===== config.mk =====
export PLATFORM = sky130hd
export DESIGN_NAME = wb_select_buf
export DESIGN_NICKNAME = d
export VERILOG_FILES = /design/src/rtl/wb_select_buf.sv
export SDC_FILE = /design/constraint.sdc
export NUM_CORES = 1
export LEC_CHECK = 0
export ABC_AREA = 1
export CORE_ASPECT_RATIO = 1.25
export CORE_MARGIN = 2
export CORE_UTILIZATION = 40
export DETAILED_ROUTE_END_ITERATION = 16
export PLACE_DENSITY = 0.84
export SLEW_MARGIN = 20
export SYNTH_ARGS = -nofsm -noshare
export SYNTH_HDL_FRONTEND = slang
export SYNTH_SLANG_ARGS = --single-unit

===== constraint.sdc =====
create_clock -name clk -period 1.7 [get_ports clk]
set_input_delay 0.34 -clock clk [delete_from_list [all_inputs] [get_ports clk]]
set_output_delay 0.34 -clock clk [all_outputs]
set_load 0.01 [all_outputs]

===== src/rtl/wb_select_buf.sv =====
// Write-back source select feeding a 2-entry in-order buffer toward the register file.
// Optional `WB_SELECT_FWD_EN adds a forwarding lookup over the held entries.
module wb_select_buf #(
    parameter int WIDTH  = 16,
    parameter int ADDR_W = 4,
    parameter int IMM_W  = 4
) (
    input  logic              clk,
    input  logic              rst_n,
    input  logic              in_valid,
    output logic              in_ready,
    input  logic              is_loadi,
    input  logic [IMM_W-1:0]  imm,
    input  logic [1:0]        shift_ctrl,
    input  logic [WIDTH-1:0]  shift_out,
    input  logic              jump,
    input  logic [WIDTH-1:0]  pc_link,
    input  logic              copy_reg,
    input  logic [WIDTH-1:0]  reg1_data,
    input  logic [WIDTH-1:0]  alu_result,
    input  logic [ADDR_W-1:0] dest,
    output logic              wb_valid,
    input  logic              wb_ready,
    output logic [ADDR_W-1:0] wb_addr,
    output logic [WIDTH-1:0]  wb_data,
    output logic [1:0]        occupancy
`ifdef WB_SELECT_FWD_EN
    ,
    input  logic [ADDR_W-1:0] fwd_addr,
    output logic              fwd_hit,
    output logic [WIDTH-1:0]  fwd_data
`endif
);

    typedef enum logic [1:0] {
        EMPTY = 2'd0,
        ONE   = 2'd1,
        FULL  = 2'd2
    } state_t;

    state_t            state;
    logic [WIDTH-1:0]  sel_data;
    logic [ADDR_W-1:0] addr0, addr1;
    logic [WIDTH-1:0]  data0, data1;
    logic              push, pop;

    always_comb begin
        if (is_loadi)
            sel_data = WIDTH'(imm);
        else if (shift_ctrl != 2'b00)
            sel_data = shift_out;
        else if (jump)
            sel_data = pc_link;
        else if (copy_reg)
            sel_data = reg1_data;
        else
            sel_data = alu_result;
    end

    // Outputs decode only registered state, so there is no input-to-output path.
    assign in_ready  = (state != FULL);
    assign wb_valid  = (state != EMPTY);
    assign wb_addr   = addr0;
    assign wb_data   = data0;
    assign occupancy = state;

    assign push = in_valid && in_ready;
    assign pop  = wb_valid && wb_ready;

    // Slot 0 is always the head; slot 1 holds the younger entry when FULL.
    always_ff @(posedge clk or negedge rst_n) begin
        if (!rst_n) begin
            state <= EMPTY;
            addr0 <= '0;
            data0 <= '0;
            addr1 <= '0;
            data1 <= '0;
        end else begin
            case (state)
                EMPTY: begin
                    if (push) begin
                        addr0 <= dest;
                        data0 <= sel_data;
                        state <= ONE;
                    end
                end
                ONE: begin
                    if (push && pop) begin
                        addr0 <= dest;
                        data0 <= sel_data;
                    end else if (push) begin
                        addr1 <= dest;
                        data1 <= sel_data;
                        state <= FULL;
                    end else if (pop) begin
                        state <= EMPTY;
                    end
                end
                FULL: begin
                    if (pop) begin
                        addr0 <= addr1;
                        data0 <= data1;
                        state <= ONE;
                    end
                end
                default: state <= EMPTY;
            endcase
        end
    end

`ifdef WB_SELECT_FWD_EN
    // Youngest match wins: check slot 1 before the head.
    always_comb begin
        fwd_hit  = 1'b0;
        fwd_data = '0;
        if (state == FULL && addr1 == fwd_addr) begin
            fwd_hit  = 1'b1;
            fwd_data = data1;
        end else if (state != EMPTY && addr0 == fwd_addr) begin
            fwd_hit  = 1'b1;
            fwd_data = data0;
        end
    end
`endif

endmodule


==> results.sh <==
export IMPL_cpPeakStageDelay_ns=0.55
export IMPL_syn_area_mm2=0.00250
export IMPL_status="complete, no violations"
export IMPL_die_y_um=92.5
export IMPL_synth_top_cell_by_area="dfrtp_1"
export IMPL_hold_violations=0
export IMPL_clk_latency_ns=0.29
export IMPL_rsz0062_at_grt="no"
export IMPL_wire_per_inst_um=11.2
export IMPL_h_tree_depth=2
export IMPL_antenna_found_initial=0
export IMPL_cts_sinks=42
export IMPL_netlist_top_cells_count="nand2_1, nor2_1, dfrtp_1, nand3_1, o21ai_1"
export IMPL_area_growth_pct=52.1
export IMPL_cp_num_buf_inv=1
export IMPL_critPathMaxFanout=5
export IMPL_hold_path_class="reg -> reg"
export IMPL_path_clk_slew_ns=0.08
export IMPL_finalSetupTns_ns=0
export IMPL_synth_top_cell_area_share_pct=42.0
export IMPL_power_mw=3.75
export IMPL_ys_types=22
export IMPL_grt_pass1_wl_mm=11.1
export IMPL_power_density_mw_per_mm2=985
export IMPL_nNetsFinal=569
export IMPL_clockBufferDepth=2
export IMPL_ys_ff_latch=42
export IMPL_core_mm2=0.00613
export IMPL_combinationalPowerShare_pct=38.1
export IMPL_final_min_clock_period_ns=1.62
export IMPL_drtIter0Drc=122
export IMPL_setup_violations=0
export IMPL_drt_wl_total_mm=6.41
export IMPL_critPathKind="reg -> out"
export IMPL_arrival_ns=1.28
export IMPL_layoutNonFillerInstCount=574
export IMPL_post_route_util_pct=62.2
export IMPL_antenna_cells=0
export IMPL_synth_most_common_cell="nand2_1"
export IMPL_dp_cells=565
export IMPL_yosys_warnings=0
export IMPL_num_rows=32
export IMPL_via_count=2684
export IMPL_synth_area_per_cell_um2=6.54
export IMPL_drc_errors=0
export IMPL_fill_cells=565
export IMPL_placed_area_mm2=0.00369
export IMPL_drt_pass1_iter_count=4
export IMPL_synth_net_count=464
export IMPL_synth_edf_count=0
export IMPL_p_sw_mw=1.19
export IMPL_maxSlewViolCount=0
export IMPL_intPower_mw=2.56
export IMPL_cts_tree="yes"
export IMPL_syn_inst=383
export IMPL_finalClockSkew_ns=0.00725
export IMPL_die_area_mm2=0.00691
export IMPL_ios=105
export IMPL_sequentialPowerShare_pct=41.3
export IMPL_min_period_over_period_pct=95.2
export IMPL_vdd_drop_max_mv=0.387
export IMPL_max_slew_margin_rel_pct=67.4
export IMPL_die_width_um=74.8
export IMPL_ys_seq_area_share_pct=42.0
export IMPL_sw_frac_of_total_pct=31.8
export IMPL_gp_congestion=0.807
export IMPL_max_freq_mhz=618
export IMPL_grt_max_degree=38
export IMPL_fin_ws_ns=0.0814
export IMPL_io_buffers=104
export IMPL_crit_chain="clkdlybuf4s50_1"
export IMPL_grt_pass1_vias=2556
export IMPL_dp_hpwl_mm=5.03
export IMPL_cp_required_ns=1.36
export IMPL_synth_flop_cell="dfrtp_1"
export IMPL_track_usage_pct=20.5
export IMPL_crit_family="buffers and inverters"
export IMPL_tightest_slew_ns=0.489
export IMPL_synthTopCellsByArea="dfrtp_1, nand2_1, nor2_1"
export IMPL_drive_above_1_share_pct=7.98
export IMPL_cts_inserted_buffers=5
export IMPL_fin_area_mm2=0.00381
export IMPL_async_flop_share_pct=100
export IMPL_grt_overflow=0
export IMPL_maxCapViolations=0
export IMPL_hold_ws_ns=0.480
export IMPL_start_kind="flop"
export IMPL_start_util_pct=40.9
export IMPL_p_clk_share_pct=20.6
export IMPL_crit_slowest_cell="clkdlybuf4s50_1"
export IMPL_end_kind="output port"
export IMPL_p_leak_nw=1.92
export IMPL_cts_root_buf="clkbuf_8"
export IMPL_via_per_inst=4.68
export IMPL_ant_nets=0
export IMPL_post_place_ws_ns=0.00678
## worst paths after layout
kind / start / endpoint / slack, ns / cells past startpoint
min: wb_data[8] / wb_data[8] / 0.48 / 2
min in group asynchronous: rst_n / wb_data[9] / 0.54 / 2
max in group asynchronous: rst_n / occupancy[0] / 0.66 / 3
min reg2reg: wb_data[8] / wb_data[8] / 0.48 / 2
max: occupancy[0] / occupancy[0] / 0.08 / 1
max reg2reg: occupancy[1] / wb_data[7] / 0.25 / 8
## worst min-delay path, stage by stage, from the launching register on
cell and delay (ns):
dfrtp_1 0.34, nand2_1 0.05, nand2_1 0.05
## cell families (layout without fill, tap and decap cells)
logic type	count (synthesis)	after routing	synth area share (%)
multiplexers	4	4	1.80
buffers and inverters	35	141	7.05
AND/OR/NAND/NOR	276	276	43.0
AO/OA/AOI/OAI	26	26	6.15
flip-flops	42	42	42.0
## sequential cells by signal (all words and copies together), names as in the netlist
signal	flops
occupancy	2
wb_data	16
wb_addr	4
addr1	4
data1	16
## repair_timing
item / in CTS / in global routing
endpoints found under the hold margin: 4 / 0
hold buffers: 1 / 0
buffers inserted: 0 / 0
resized for setup: 3 / 0
setup endpoints to repair: 3 / 0
## cells in the final DEF, fill, tap and decap left out
master,Yosys,final
buf_4,6,9
nor2_1,72,72
bufinv_16,0,1
o21ai_0,4,4
nor2_4,1,1
o31ai_1,2,2
clkdlybuf4s50_1,0,101
dlygate4sd3_1,0,1
nor2_2,1,1
inv_2,4,4
nand3_2,1,1
dfrtp_2,0,1
o21ai_2,1,1
nand2_1,183,183
buf_2,6,1
o21ai_1,13,13
inv_1,10,10
nand4_1,1,1
buf_12,0,5
nand2_2,1,1
dlygate4sd2_1,0,2
mux2_2,4,4
o31ai_2,2,2
dfrtp_1,42,41
clkbuf_8,0,5
clkinv_2,0,2
a21oi_1,4,4
nand3_1,16,16
## area by class of cell
cell class,instances,area [um^2],area share [%]
tap,85,106,2.79
timing repair buffer,119,1210,31.8
multi-input combinational,306,1280,33.5
inverter,14,52.6,1.38
sequential,42,1050,27.6
clock buffer,5,68.8,1.81
clock inverter,3,40.0,1.05
## power by group through the flow
stage               sequential [mW]  clock (mW)  combinational (mW)
finish                         1.55       0.771                1.43
detailed placement             1.56           0                1.44
global route                   1.59       0.836                1.60
floorplan                      1.61           0               0.634
CTS                            1.55       0.798                1.45
global placement               1.54           0                1.41
## per-layer routing
metal	track usage, %	up-vias	wire length, um
met1	25.0	1191	2690
met2	35.5	101	3190
met3	4.79	6	457
li1	-	1386	-
met4	6.10	0	76
met5	0	-	0
Note: power is estimated with default switching activity, not from simulation.
